<file path="src/rtl/hamming_uart_receiver_if.sv">
// hamming_uart_receiver_if: serial input and decoded-byte outputs of the Hamming UART receiver
interface hamming_uart_receiver_if;
  logic rx_i;
  logic [7:0] data_o;
  logic valid_o;
  logic corr_o;
  logic uncorr_o;
  logic frame_err_o;
`ifdef HAMMING_RX_STATS_EN
  logic cnt_clr_i;
  logic [7:0] corr_cnt_o;
  logic [7:0] uncorr_cnt_o;
  modport master(input rx_i, cnt_clr_i, output data_o, valid_o, corr_o, uncorr_o, frame_err_o, corr_cnt_o, uncorr_cnt_o);
  modport slave(output rx_i, cnt_clr_i, input data_o, valid_o, corr_o, uncorr_o, frame_err_o, corr_cnt_o, uncorr_cnt_o);
`else
  modport master(input rx_i, output data_o, valid_o, corr_o, uncorr_o, frame_err_o);
  modport slave(output rx_i, input data_o, valid_o, corr_o, uncorr_o, frame_err_o);
`endif
endinterface

</file>
<file path="src/rtl/hamming_uart_receiver.sv">
// hamming_uart_receiver: 8N1 receiver, two-byte package assembly and SECDED decode; HAMMING_RX_STATS_EN adds saturating corr/uncorr counters
module hamming_uart_receiver #(
  parameter int FREQUENCY = 50_000_000,
  parameter int SPEED = 9600,
  parameter int TIMEOUT_BITS = 20
) (
  input logic CLK_i,
  input logic reset_n,
  hamming_uart_receiver_if.master bus
);
  localparam int DIV = FREQUENCY / SPEED;
  localparam int HALF = DIV / 2;
  localparam int TO = TIMEOUT_BITS * DIV;
  localparam int CW = $clog2(DIV + 1);
  localparam int TW = $clog2(TO + 1);
  typedef enum logic [1:0] {IDLE, START, DATA, STOP} state_t;
  state_t state, state_n;
  logic [CW-1:0] tick, tick_n;
  logic [TW-1:0] to_cnt;
  logic [2:0] bit_idx, bit_n;
  logic [7:0] sh, sh_n, hi_byte;
  logic [5:0] dh, dl;
  logic rx_s1, rx_s2, rx_prev, fall, have_hi, byte_done, stop_err, timeout;
  // returns {nibble, corrected, uncorrectable}
  function automatic logic [5:0] dec(input logic [7:0] b);
    logic [2:0] s;
    logic p;
    s = {b[4] ^ b[5] ^ b[6] ^ b[7], b[2] ^ b[3] ^ b[6] ^ b[7], b[1] ^ b[3] ^ b[5] ^ b[7]};
    p = ^b;
    return {b[7] ^ (p && s == 3'd7), b[6] ^ (p && s == 3'd6), b[5] ^ (p && s == 3'd5),
            b[3] ^ (p && s == 3'd3), p, (s != 3'd0) & ~p};
  endfunction
  assign fall = rx_prev & ~rx_s2;
  assign dh = dec(hi_byte);
  assign dl = dec(sh);
  assign timeout = have_hi && state == IDLE && !fall && to_cnt == TW'(TO - 1);
  always_comb begin
    state_n = state;
    tick_n = tick + 1'b1;
    bit_n = bit_idx;
    sh_n = sh;
    byte_done = 1'b0;
    stop_err = 1'b0;
    case (state)
      IDLE: begin
        tick_n = '0;
        state_n = fall ? START : IDLE;
      end
      START: if (tick == CW'(HALF - 1)) begin
        tick_n = '0;
        state_n = rx_s2 ? IDLE : DATA;
      end
      DATA: if (tick == CW'(DIV - 1)) begin
        tick_n = '0;
        sh_n = {rx_s2, sh[7:1]};
        bit_n = bit_idx + 1'b1;
        state_n = bit_idx == 3'd7 ? STOP : DATA;
      end
      default: if (tick == CW'(DIV - 1)) begin
        tick_n = '0;
        byte_done = rx_s2;
        stop_err = ~rx_s2;
        state_n = IDLE;
      end
    endcase
  end
  always_ff @(posedge CLK_i) begin
    if (reset_n) begin
      rx_s1 <= 1'b1;
      rx_s2 <= 1'b1;
      rx_prev <= 1'b1;
      state <= IDLE;
      tick <= '0;
      bit_idx <= '0;
      sh <= '0;
      hi_byte <= '0;
      have_hi <= 1'b0;
      to_cnt <= '0;
      bus.data_o <= '0;
      bus.valid_o <= 1'b0;
      bus.corr_o <= 1'b0;
      bus.uncorr_o <= 1'b0;
      bus.frame_err_o <= 1'b0;
    end else begin
      rx_s1 <= bus.rx_i;
      rx_s2 <= rx_s1;
      rx_prev <= rx_s2;
      state <= state_n;
      tick <= tick_n;
      bit_idx <= bit_n;
      sh <= sh_n;
      to_cnt <= (have_hi && state == IDLE) ? to_cnt + 1'b1 : '0;
      bus.valid_o <= byte_done & have_hi;
      bus.frame_err_o <= stop_err | timeout;
      if (stop_err || timeout) have_hi <= 1'b0;
      else if (byte_done) have_hi <= ~have_hi;
      if (byte_done && !have_hi) hi_byte <= sh;
      if (byte_done && have_hi) begin
        bus.data_o <= {dh[5:2], dl[5:2]};
        bus.uncorr_o <= dh[0] | dl[0];
        bus.corr_o <= (dh[1] | dl[1]) & ~(dh[0] | dl[0]);
      end
    end
  end
`ifdef HAMMING_RX_STATS_EN
  always_ff @(posedge CLK_i) begin
    if (reset_n || bus.cnt_clr_i) begin
      bus.corr_cnt_o <= '0;
      bus.uncorr_cnt_o <= '0;
    end else begin
      if (bus.valid_o && bus.corr_o && bus.corr_cnt_o != 8'hff) bus.corr_cnt_o <= bus.corr_cnt_o + 1'b1;
      if (bus.valid_o && bus.uncorr_o && bus.uncorr_cnt_o != 8'hff) bus.uncorr_cnt_o <= bus.uncorr_cnt_o + 1'b1;
    end
  end
`endif
endmodule

</file>
<file path="src/flat_wrapper.sv">
// flat-port wrapper written by rule: the top's interface ports become plain ports
module hamming_uart_receiver_flat 
#(
  parameter int FREQUENCY = 50_000_000,
  parameter int SPEED = 9600,
  parameter int TIMEOUT_BITS = 20
)
  (CLK_i, reset_n, bus_rx_i, bus_data_o, bus_valid_o, bus_corr_o, bus_uncorr_o, bus_frame_err_o);
  hamming_uart_receiver_if bus_i ();
  input logic CLK_i;
  input logic reset_n;
  input wire logic [$bits(bus_i.rx_i)-1:0] bus_rx_i;
  output wire logic [$bits(bus_i.data_o)-1:0] bus_data_o;
  output wire logic [$bits(bus_i.valid_o)-1:0] bus_valid_o;
  output wire logic [$bits(bus_i.corr_o)-1:0] bus_corr_o;
  output wire logic [$bits(bus_i.uncorr_o)-1:0] bus_uncorr_o;
  output wire logic [$bits(bus_i.frame_err_o)-1:0] bus_frame_err_o;
  assign bus_i.rx_i = bus_rx_i;
  assign bus_data_o = bus_i.data_o;
  assign bus_valid_o = bus_i.valid_o;
  assign bus_corr_o = bus_i.corr_o;
  assign bus_uncorr_o = bus_i.uncorr_o;
  assign bus_frame_err_o = bus_i.frame_err_o;
  hamming_uart_receiver #(.FREQUENCY(FREQUENCY), .SPEED(SPEED), .TIMEOUT_BITS(TIMEOUT_BITS)) u_core (.CLK_i(CLK_i), .reset_n(reset_n), .bus(bus_i));
endmodule
</file>
<file path="config.mk">
export PLATFORM = sky130hd
export DESIGN_NAME = hamming_uart_receiver_flat
export DESIGN_NICKNAME = d
export VERILOG_FILES = /design/src/rtl/hamming_uart_receiver_if.sv /design/src/rtl/hamming_uart_receiver.sv /design/src/flat_wrapper.sv
export SDC_FILE = /design/constraint.sdc
export NUM_CORES = 1
export LEC_CHECK = 0
export BUFFER_PORTS_ARGS = -buffer_cell sky130_fd_sc_hd__buf_2
export CAP_MARGIN = 30
export CORE_ASPECT_RATIO = 0.7
export CORE_MARGIN = 2
export CORE_UTILIZATION = 61
export DETAILED_ROUTE_END_ITERATION = 10
export PLACE_DENSITY = 0.81
export SLEW_MARGIN = 30
export SYNTH_ARGS = -nofsm -noshare
export SYNTH_HDL_FRONTEND = slang
export SYNTH_SLANG_ARGS = --single-unit
</file>
<file path="constraint.sdc">
create_clock -name CLK_i -period 2.2 [get_ports CLK_i]
set_input_delay 0.44 -clock CLK_i [delete_from_list [all_inputs] [get_ports CLK_i]]
set_output_delay 0.44 -clock CLK_i [all_outputs]
set_load 0.02 [all_outputs]
</file>
# Word-level counts from Yosys, hierarchy flattened
# Cells that the tools add are included.
dict set report word_totals {
  ff_bits 67
  in_bits 3
  out_inout_bits 12
  wordCells 115
}
dict set report op_classes {
  add_sub_neg 3
  n_eq_ne 16
  n_mux 14
  bitwise 40
  n_reduce_logical 27
}
# operator n
set ops {}
lappend ops {{13-bit two-way mux} 2}
lappend ops {{13-bit one-hot mux with 2 select lines} 1}
lappend ops {{1-bit bitwise XOR} 26}
lappend ops {{3-bit equality test, second input constant} 7}
lappend ops {{17-bit by 1-bit adder with 17-bit output, second input constant} 1}
lappend ops {{17-bit equality test, second input constant} 1}
lappend ops {{8-bit parity} 2}
lappend ops {{13-bit by 1-bit adder with 13-bit output, second input constant} 1}
lappend ops {{13-bit by 12-bit equality test with 1-bit output, second input constant} 1}
lappend ops {{13-bit equality test, second input constant} 1}
lappend ops {{1-bit logical AND} 13}
lappend ops {{3-bit nonzero test} 3}
lappend ops {{2-bit two-way mux} 4}
lappend ops {{3-bit by 2-bit equality test with 1-bit output, second input constant} 2}
lappend ops {{1-bit two-way mux} 6}
lappend ops {{1-bit inverter} 6}
lappend ops {{2-bit one-hot mux with 3 select lines} 1}
lappend ops {{1-bit AND} 5}
lappend ops {{2-bit by 1-bit != test with 1-bit output, second input constant} 2}
lappend ops {{2-bit OR reduction} 2}
lappend ops {{3-bit by 1-bit adder with 3-bit output, second input constant} 1}
lappend ops {{1-bit bitwise OR} 3}
lappend ops {{3-bit AND reduction} 1}
lappend ops {{3-bit OR reduction} 1}
lappend ops {{6 further kinds} 7}

# Logic depth before layout (Yosys ltp)
# Gate-level depths: netlist (run 1).
dict set report depth {
  ltp_word 8
  mapped_depth 9
  mapped_depth_nobuf 6
}

# Worst setup path after synthesis (run 1)
# Ideal clock, no wire load.
dict set report synth_timing {
  path_type {reg-to-reg}
  from {register u_core.tick[0]}
  to {register u_core.bus.data_o[3]}
  setup_ns 0.120
  arrival_ns 1.702
  required_time_ns 2.080
  path_slack_ns 0.378
  stages_incl_launch_ff 10
  path_buffers 3
  period_less_slack_ns 1.822
  cell_sequence {dfxtp_1 ha_1 and4bb_1 and3_1 buf_2 and3_1 buf_4 buf_4 o21ai_1 a21oi_1}
}
dict set report synth_via {
  elab_chain_cells 4
}
# item line
set synth_lines {}
lappend synth_lines {{start, declared} hamming_uart_receiver.sv:18} ;# logic [CW-1:0] tick, tick_n;
lappend synth_lines {{start signal, assigned} hamming_uart_receiver.sv:89} ;# tick <= tick_n;
lappend synth_lines {{13-bit equality test} hamming_uart_receiver.sv:59} ;# default: if (tick == CW'(DIV - 1)) begin
lappend synth_lines {{1-bit two-way mux} hamming_uart_receiver.sv:59}
lappend synth_lines {{1-bit two-way mux} hamming_uart_receiver.sv:44} ;# case (state)
lappend synth_lines {{1-bit logical AND} hamming_uart_receiver.sv:98} ;# if (byte_done && have_hi) begin
lappend synth_lines {{end signal, assigned} hamming_uart_receiver.sv:99} ;# bus.data_o <= {dh[5:2], dl[5:2]};
lappend synth_lines {{end, declared} hamming_uart_receiver_if.sv:16} ;# modport master(input rx_i, output data_o, valid_o, corr_o, uncorr_o, frame_err_o);
# Every way passes these cells.
# A chain may end at the register's enable or synchronous reset.

# Final worst setup path (run 1)
dict set report layout_timing {
  from {register u_core.tick[0]}
  to {register u_core.bus.data_o[7]}
}
# Same word-level chain as after synthesis.

==> results.tsv, run 1 <==
stage	metric	value	unit
run_status	status	completed	
place	IO buf count	14	
timing	Slew @ Worst Pin	0.465	ns
finish	antenna cells	0	
timing	Max Slew Vio Count	0	
synthesis	Seq/Total Area, Yosys	0.393	
setup_path	critical path class	reg -> reg	
detailed_routing	drt wl/cell	14.0	microns
place	DP Area	3500	sq um
synthesis	number of flops mapped to enable cells by yosys	0	
synthesis	total number of yosys warnings	0	
worst_hold_path	hold path startpoint	bus_rx_i	
detailed_routing	final wirelength	6780	microns
floorplan	Die Y	66.6	microns
finish	post-layout util	0.689	
setup_path	r2r startpoint	u_core.tick[0]	
timing	setup violators final	0	
detailed_routing	DRT antenna net count	0	
timing	Clock Skew	0.00760	ns
global_routing	largest net degree at the start of global routing	29	
global_routing	initial antenna violation count	0	
timing	Final Hold Viols	0	
global_routing	GRT Total Usage	0.239	
detailed_routing	Pre-antenna DRT Iters	4	
global_routing	vias in the first global route	2575	
clock_tree	Root Driver	clkbuf_8	
finish	number of fill cells in the layout	428	
run	max_cap viols	0	
clock_tree	# hold bufs at CTS	0	
setup_path	flop2flop setup slack	0.17	ns
floorplan	placeable core area	5310	sq um
worst_hold_path	end of the worst hold path	u_core.rx_s1	
timing	Tcrit/Tclk final	0.925	
floorplan	initial core utilization	0.642	
floorplan	Die X	93.4	microns
timing	post-route setup TNS	0	ns
worst_hold_path	Worst Hold Class	in -> reg	
setup_path	Worst R2R End	u_core.bus.data_o[7]	
power_and_ir_drop	Switching Share	0.213	
power_and_ir_drop	Leak Pwr	1.24	nW
detailed_routing	DR iter-0 viols	192	
finish	Area growth, synth to finish	7.26	%
power_and_ir_drop	power density over the cells	574	nW/um^2
finish	post-route cell area	3660	sq um
setup_path	Max FO, Critical Path	16	
finish	share of layout cells above drive strength 1	0.136	
global_routing	GRT overflow	0	
floorplan	die area	6220	sq um
finish	register area	1340	sq um
timing	crit path time final	2.03	ns
worst_hold_path	hold path depth	2	
setup_path	CP endpoint kind	register	
synthesis	Synth Cell Area	3410	sq um
finish	footprint of the multi-input gates	1890	sq um
finish	fin nets	415	
timing	Highest Clock Rate	0.492	GHz
clock_tree	CTS Buf Count	9	
power_and_ir_drop	Net Switching	0.448	mW
clock_tree	H-tree lvl count	3	
power_and_ir_drop	VDD IR-drop max	0.422	mV
clock_tree	worst-skew pair later-pin latency	0.33	ns
synthesis	Primary FF master, synth	dfxtp_1	
detailed_routing	via count	2714	
synthesis	Async SR Flop Fraction	0	
timing	RSZ-0062 raised after global routing	false	
power_and_ir_drop	Gate power share	0.013	
power_and_ir_drop	sequential power share	0.581	
global_routing	global-route wire length before repair	11700	microns
timing	Max-slew headroom	0.687	
place	Final Wtd Congestion	0.934	
clock_tree	clock-pin slew on the worst setup and hold paths	0.07	ns
synthesis	Distinct cells, synth	45	
place	DP HPWL	5030	microns
synthesis	flops & latches, synth	67	
synthesis	syn avg cell area	8.62	sq um
clock_tree	post-CTS setup buffer count	0	
setup_path	Worst setup SP type	register	
floorplan	# IOs	15	
clock_tree	# clock sinks	67	
detailed_routing	Residual DRC	0	
power_and_ir_drop	clock power share	0.406	
clock_tree	TritonCTS clock tree	done	
setup_path	worst reg2reg path depth	7	
clock_tree	maximum clock insertion buffer count	2	
power_and_ir_drop	total power	2.10	mW
synthesis	syn_nets	403	
floorplan	num rows	22	
detailed_routing	Via-to-Cell Ratio	5.61	
setup_path	WP data arrival	2.29	ns
timing	hold slack	0.291	ns
synthesis	post-synthesis cell count	396	
clock_tree	post_cts resized	0	
power_and_ir_drop	Internal	1.65	mW
setup_path	Required @ worst endpoint	2.45	ns
worst max-delay path: stages (launching register included):
cell and delay (ns):
dfxtp_1 0.36, ha_1 0.26, and4bb_1 0.26, and3_1 0.29
and3_1 0.28, buf_4 0.24, nor2_1 0.07, a211oi_2 0.20
cell usage in the layout (no fill, tap or decap), types with 2 or more instances in the layout:
cell type / n
clkinv_2: 3
xor2_1: 23
buf_4: 10
dfxtp_1: 67
xor2_2: 4
o21ai_1: 4
and3_1: 7
o22ai_1: 3
o21ai_0: 3
nor4_1: 5
nand3_1: 22
nor4bb_1: 2
inv_1: 8
nand4_1: 6
clkbuf_8: 10
ha_1: 4
a211oi_2: 3
or2_2: 4
nor2_1: 53
o21a_1: 2
xnor2_1: 30
a211oi_1: 7
o32ai_1: 2
xor2_4: 2
nor2b_1: 2
nor3_1: 10
clkbuf_1: 2
a21oi_1: 26
nand2_1: 55
xnor2_2: 2
and4bb_1: 2
buf_2: 14
a41oi_1: 2
registers in the layout (all words and copies together) (netlist names):
name,cells
u_core.bus.valid_o,1
u_core.have_hi,1
u_core.state,2
u_core.bus.uncorr_o,1
u_core.sh,8
u_core.bit_idx,3
u_core.to_cnt,17
u_core.hi_byte,8
u_core.rx_s2,1
u_core.rx_prev,1
u_core.bus.frame_err_o,1
u_core.rx_s1,1
u_core.bus.data_o,8
u_core.tick,13
u_core.bus.corr_o,1
worst max path at each step:
stage,startpoint,endpoint,slack (ns),cells past startpoint
after floorplan,u_core.tick[0],u_core.bus.data_o[3],0.38,9
after global placement,u_core.tick[0],u_core.bus.data_o[7],0.30,7
after detailed placement,u_core.tick[0],u_core.bus.data_o[7],0.18,7
after CTS,u_core.tick[0],u_core.bus.data_o[7],0.18,7
after global routing,u_core.tick[0],u_core.bus.data_o[7],0.05,7
final,u_core.tick[0],u_core.bus.data_o[7],0.17,7
routing by layer:
layer  up-vias  track usage  wire (microns)
met1      1252        0.304            3200
met4         0       0.0662              89
met3        12       0.0667             378
met5         -            0               0
met2        89        0.402            3110
li1       1361            -               -
power groups by stage:
stage	sequential [mW]	combinational [mW]	clock (mW)
5_1_grt	1.22	0.0321	0.915
6_report	1.22	0.0284	0.852
3_5_place_dp	1.25	0.0282	0
4_1_cts	1.22	0.0282	0.866
3_3_place_gp	1.25	0.0275	0
2_1_floorplan	1.25	0.0220	0
metrics by stage:
stage	instances	setup WS, ns
after floorplan	396	0.378
after global placement	469	0.302
after detailed placement	469	0.184
after CTS	484	0.176
after global routing	484	0.0497
final	484	0.165
Yosys cell counts, types with 4 or more instances:
cell type / instances / area [sq um]
nand4_1: 6 / 37.5
buf_4: 7 / 52.6
xnor2_1: 30 / 263
clkbuf_1: 8 / 30.0
a211oi_1: 7 / 52.6
a21oi_1: 26 / 130
and3_1: 7 / 43.8
nor3_1: 10 / 50.1
dfxtp_1: 67 / 1340
ha_1: 4 / 50.1
inv_1: 8 / 30.0
or2_2: 4 / 25.0
o21ai_1: 4 / 20.0
xor2_1: 23 / 201
nor2_1: 53 / 199
nand2_1: 55 / 206
nor4_1: 5 / 31.3
nand3_1: 22 / 110
buf_6: 4 / 45.0
xor2_2: 4 / 65.1
buf_2: 4 / 20.0
logic make-up (layout without fill, tap and decap cells):
kind of cell    after synthesis  count (layout)  share of synthesized area
buf+inv                      31              47                     0.0521
fa+ha+maj                     4               4                     0.0147
flops                        67              67                      0.393
simple gates                174             174                      0.241
compound gates               58              58                      0.111
xor+xnor                     62              62                      0.189
layout make-up:
class,count,area share
flip-flops and latches,67,0.366
repair buffers,24,0.0396
multi-input cells,298,0.517
well taps,72,0.0246
inverters,8,0.00820
clock buffers,12,0.0396
clock inverters,3,0.00410
Note: power is estimated with default switching activity, not from simulation.
==> run 2: changes to the inputs <==
- CTS_CLUSTER_DIAMETER: default -> 150
- MAX_ROUTING_LAYER: default -> met4
==> results.tsv, run 2 (synthesis gave the netlist of run 1 again) <==
stage	metric	value	unit
run_status	status	completed	
setup_path	Crit-path slowest cell	dfxtp_1	
timing	Tcrit/Tclk final	0.926	
setup_path	WP data arrival	2.29	ns
clock_tree	clock-pin slew on the worst setup and hold paths	0.07	ns
finish	share of layout cells above drive strength 1	0.136	
global_routing	initial antenna violation count	0	
setup_path	crit path to	u_core.bus.data_o[7]	
global_routing	GRT Total Usage	0.247	
finish	Area growth, synth to finish	7.26	%
run	max_cap viols	0	
detailed_routing	Via-to-Cell Ratio	5.69	
finish	number of fill cells in the layout	428	
clock_tree	worst-skew pair later-pin latency	0.34	ns
setup_path	CP startpoint	u_core.tick[0]	
power_and_ir_drop	Net Switching	0.451	mW
finish	most common cell after layout, fill and taps aside	dfxtp_1	
setup_path	CP delay by family, top	simple AND/OR/NAND/NOR gates	
setup_path	Crit path depth	7	
power_and_ir_drop	sequential power share	0.580	
power_and_ir_drop	clock power share	0.407	
place	DP HPWL	5030	microns
setup_path	Max FO, Critical Path	16	
setup_path	CP endpoint kind	register	
finish	max reg flops	17	
clock_tree	post-CTS setup buffer count	0	
finish	most frequent cells in the layout	dfxtp_1, nand2_1, nor2_1	
finish	antenna cells	0	
place	Final Wtd Congestion	0.950	
place	IO buf count	14	
timing	RSZ-0062 raised after global routing	false	
setup_path	critical path class	reg -> reg	
power_and_ir_drop	VDD IR-drop max	0.422	mV
place	cell total after placement	469	
timing	setup violators final	0	
clock_tree	# clock sinks	67	
clock_tree	TritonCTS clock tree	done	
clock_tree	maximum clock insertion buffer count	2	
detailed_routing	via count	2755	
timing	Max-slew headroom	0.683	
place	dpl ws	0.184	ns
setup_path	Critical Path Max Stage Delay	0.36	ns
setup_path	worst reg2reg path depth	7	
setup_path	most used cell, CP	and3_1	
detailed_routing	DRT antenna net count	0	
floorplan	num rows	22	
power_and_ir_drop	total power	2.10	mW
clock_tree	post_cts resized	0	
clock_tree	H-tree lvl count	3	
timing	Max Slew Vio Count	0	
floorplan	# IOs	15	
timing	post-route setup TNS	0	ns
power_and_ir_drop	Leak Pwr	1.24	nW
timing	Final Hold Viols	0	
detailed_routing	drt wl/cell	14.1	microns
timing	Highest Clock Rate	0.491	GHz
worst_hold_path	Worst Hold Class	in -> reg	
power_and_ir_drop	Internal	1.65	mW
global_routing	global-route wire length before repair	11700	microns
floorplan	placeable core area	5310	sq um
finish	fin nets	415	
detailed_routing	DR iter-0 viols	183	
finish	biggest regs	u_core.to_cnt x17, u_core.tick x13	
finish	Largest Register	u_core.to_cnt	
timing	Slew @ Worst Pin	0.472	ns
floorplan	Die Y	66.6	microns
setup_path	Required @ worst endpoint	2.46	ns
timing	Worst Setup Slack, final	0.163	ns
global_routing	largest net degree at the start of global routing	29	
floorplan	die area	6220	sq um
setup_path	CP Buf/Inv Count	1	
setup_path	Worst R2R End	u_core.bus.data_o[7]	
setup_path	flop2flop setup slack	0.16	ns
floorplan	Die X	93.4	microns
finish	final std cells w/o fill	484	
global_routing	vias in the first global route	2567	
setup_path	r2r startpoint	u_core.tick[0]	
power_and_ir_drop	power density over the cells	575	nW/um^2
detailed_routing	Pre-antenna DRT Iters	5	
floorplan	initial core utilization	0.642	
timing	crit path time final	2.04	ns
detailed_routing	Residual DRC	0	
clock_tree	# hold bufs at CTS	0	
timing	Clock Skew	0.0101	ns
global_routing	GRT overflow	0	
detailed_routing	final wirelength	6840	microns
power_and_ir_drop	Gate power share	0.013	
setup_path	Worst setup SP type	register	
clock_tree	CTS Buf Count	9	
clock_tree	Root Driver	clkbuf_8	
power_and_ir_drop	Switching Share	0.214	
setup_path	worst path cell trace	ha_1 -> and4bb_1 -> and3_1 -> and3_1 -> buf_4 -> nor2_1 -> a211oi_2	
run 2: power by group through the flow:
stage	Clock (mW)	Combinational [mW]	Sequential (mW)
floorplan	0	0.0220	1.25
global placement	0	0.0275	1.25
detailed placement	0	0.0282	1.25
CTS	0.866	0.0282	1.22
global route	0.918	0.0321	1.22
finish	0.856	0.0282	1.22
run 2: metal layers:
metal | global-route usage | routed length (microns) | part of all wire | vias to the layer above
li1 | - | - | - | 1365
met1 | 0.304 | 3290 | 0.48 | 1289
met2 | 0.402 | 3140 | 0.46 | 92
met3 | 0.0701 | 355 | 0.052 | 9
met4 | 0.0662 | 65 | 0.0095 | 0
met5 | - | 0 | 0 | -
run 2: worst min-delay path by stage:
| stage | from | endpoint | cells past startpoint |
|---|---|---|---|
| 2_1_floorplan | u_core.rx_s1 | u_core.rx_s2 | 1 |
| 3_3_place_gp | u_core.rx_s1 | u_core.rx_s2 | 1 |
| 3_5_place_dp | u_core.rx_s1 | u_core.rx_s2 | 1 |
| 4_1_cts | bus_rx_i | u_core.rx_s1 | 2 |
| 5_1_grt | bus_rx_i | u_core.rx_s1 | 2 |
| 6_report | bus_rx_i | u_core.rx_s1 | 2 |
run 2: metrics by stage:
step,area [sq um],hold WS (ns),utilization
2_1_floorplan,3410,0.389,-
3_3_place_gp,3500,0.393,0.659
3_5_place_dp,3500,0.399,0.659
4_1_cts,3660,0.284,0.689
5_1_grt,3660,0.287,0.689
6_report,3660,0.291,0.689
run 2: area by class of cell:
class	instances	area (sq um)	area share
Timing Repair Buffer	24	145	0.0396
Inverter	8	30.0	0.00820
Sequential cell	67	1340	0.366
Tap cell	72	90.1	0.0246
Multi-Input combinational cell	298	1890	0.517
Clock inverter	3	15.0	0.00410
Clock buffer	12	145	0.0396
==> run 3: changes to the inputs <==
- BUFFER_PORTS_ARGS: -buffer_cell sky130_fd_sc_hd__buf_2 -> default
- CORE_UTILIZATION: 61 -> 63
- DONT_BUFFER_PORTS: default -> 1
- REMOVE_ABC_BUFFERS: default -> 1
==> results.tsv, run 3 (synthesis gave the netlist of run 1 again) <==
stage	metric	value	unit
power_and_ir_drop	Gate power share	0.006	
power_and_ir_drop	power density over the cells	708	nW/um^2
setup_path	critical path class	reg -> reg	
detailed_routing	via count	2637	
floorplan	die area	6030	sq um
run_status	status	completed	
floorplan	Die Y	65.6	microns
timing	Slew @ Worst Pin	0.487	ns
timing	post-route setup TNS	0	ns
timing	crit path time final	2.02	ns
power_and_ir_drop	Leak Pwr	1.21	nW
clock_tree	H-tree lvl count	3	
detailed_routing	DR iter-0 viols	200	
timing	Highest Clock Rate	0.495	GHz
setup_path	CP endpoint kind	register	
timing	Clock Skew	0.0108	ns
timing	Tcrit/Tclk final	0.919	
global_routing	largest net degree at the start of global routing	30	
floorplan	# IOs	15	
power_and_ir_drop	Net Switching	0.465	mW
floorplan	initial core utilization	0.653	
global_routing	vias in the first global route	2426	
floorplan	num rows	22	
setup_path	Required @ worst endpoint	2.44	ns
clock_tree	Root Driver	clkbuf_8	
timing	Final Hold Viols	0	
finish	Largest Register	u_core.to_cnt	
global_routing	GRT overflow	0	
setup_path	Max FO, Critical Path	18	
timing	Max-slew headroom	0.672	
detailed_routing	DRT antenna net count	0	
timing	Max Slew Vio Count	0	
global_routing	global-route wire length before repair	11200	microns
run	max_cap viols	0	
finish	biggest regs	u_core.to_cnt x17, u_core.tick x13	
global_routing	GRT Total Usage	0.240	
clock_tree	maximum clock insertion buffer count	2	
setup_path	CP startpoint	u_core.tick[0]	
detailed_routing	final wirelength	6510	microns
clock_tree	post_cts resized	0	
clock_tree	post-CTS setup buffer count	0	
clock_tree	TritonCTS clock tree	done	
clock_tree	clock-pin slew on the worst setup and hold paths	0.08	ns
worst_hold_path	hold path startpoint	reset_n	
power_and_ir_drop	sequential power share	0.466	
clock_tree	# hold bufs at CTS	0	
finish	most frequent cells in the layout	dfxtp_1, nand2_1, nor2_1	
setup_path	Worst setup SP type	register	
finish	post-layout util	0.707	
finish	fin nets	400	
floorplan	placeable core area	5230	sq um
power_and_ir_drop	Switching Share	0.177	
finish	Area growth, synth to finish	8.36	%
clock_tree	# clock sinks	67	
power_and_ir_drop	clock power share	0.528	
power_and_ir_drop	VDD IR-drop max	0.555	mV
finish	most common cell after layout, fill and taps aside	dfxtp_1	
timing	RSZ-0062 raised after global routing	false	
finish	antenna cells	0	
place	DP HPWL	4570	microns
detailed_routing	Residual DRC	0	
place	IO buf count	0	
timing	setup violators final	0	
floorplan	Die X	92.0	microns
clock_tree	worst-skew pair later-pin latency	0.34	ns
setup_path	WP data arrival	2.26	ns
finish	max reg flops	17	
clock_tree	CTS Buf Count	9	
detailed_routing	Via-to-Cell Ratio	5.61	
detailed_routing	Pre-antenna DRT Iters	4	
global_routing	initial antenna violation count	0	
finish	share of layout cells above drive strength 1	0.108	
worst_hold_path	Worst Hold Class	in -> reg	
power_and_ir_drop	Internal	2.15	mW
place	Final Wtd Congestion	0.954	
detailed_routing	drt wl/cell	13.8	microns
setup_path	r2r startpoint	u_core.tick[0]	
==> run 3: cell count changes in the layout (fill, tap and decap cells not counted) <==
| cell | before | now |
|---|---|---|
| buf_2 | 14 | 0 |
| buf_4 | 10 | 9 |
| bufinv_16 | 0 | 4 |
| clkbuf_1 | 2 | 1 |
| clkbuf_8 | 10 | 11 |
| clkinv_2 | 3 | 0 |
==> run 3: area by class of cell <==
| class | instances | area (sq um) |
|---|---|---|
| Sequential cell | 67 | 1340 |
| Clock inverter | 4 | 120 |
| Fill cell | 430 | 1530 |
| Timing Repair Buffer | 9 | 67.6 |
| Clock buffer | 12 | 155 |
| Tap cell | 72 | 90.1 |
| Inverter | 8 | 30.0 |
| Multi-Input combinational cell | 298 | 1890 |
==> run 3: path summary, 6_finish.rpt <==
path	to	slack (ns)	depth (start not counted)
max	u_core.bus.data_o[1]	0.18	7
min	u_core.sh[6]	0.17	1
max reg2reg	u_core.bus.data_o[1]	0.18	7
min reg2reg	u_core.rx_s2	0.42	1
==> run 3: routing by layer <==
layer / GRT usage / vias up / share of wire
met5: - / - / 0
met4: 0.0709 / 0 / 0.010
met3: 0.0619 / 12 / 0.046
met2: 0.369 / 62 / 0.45
met1: 0.317 / 1226 / 0.50
li1: - / 1337 / -
==> run 3: power by group through the flow <==
stage / Sequential [mW] / Combinational (mW) / Clock [mW]
3_3_place_gp: 1.25 / 0.0163 / 0
6_report: 1.22 / 0.0165 / 1.38
4_1_cts: 1.22 / 0.0166 / 1.40
3_5_place_dp: 1.25 / 0.0164 / 0
2_1_floorplan: 1.25 / 0.0125 / 0
5_1_grt: 1.22 / 0.0193 / 1.44
==> run 3: metrics by stage <==
| stage | hold WS [ns] | cell area [sq um] | setup WS (ns) | std cells | power (mW) |
|---|---|---|---|---|---|
| after floorplan | 0.389 | 3270 | 0.263 | 373 | 1.26 |
| after global placement | 0.392 | 3420 | 0.294 | 454 | 1.26 |
| after detailed placement | 0.402 | 3420 | 0.230 | 454 | 1.26 |
| after CTS | 0.152 | 3700 | 0.202 | 470 | 2.64 |
| after global routing | 0.146 | 3700 | 0.0356 | 470 | 2.68 |
| final | 0.170 | 3700 | 0.179 | 470 | 2.62 |
==> run 3: critical path, stage by stage, from the launching register on <==
cell	delay, ns
dfxtp_1	0.35
ha_1	0.25
and4bb_1	0.26
and3_1	0.32
and3_1	0.19
buf_4	0.23
nand2_1	0.10
o32ai_1	0.23
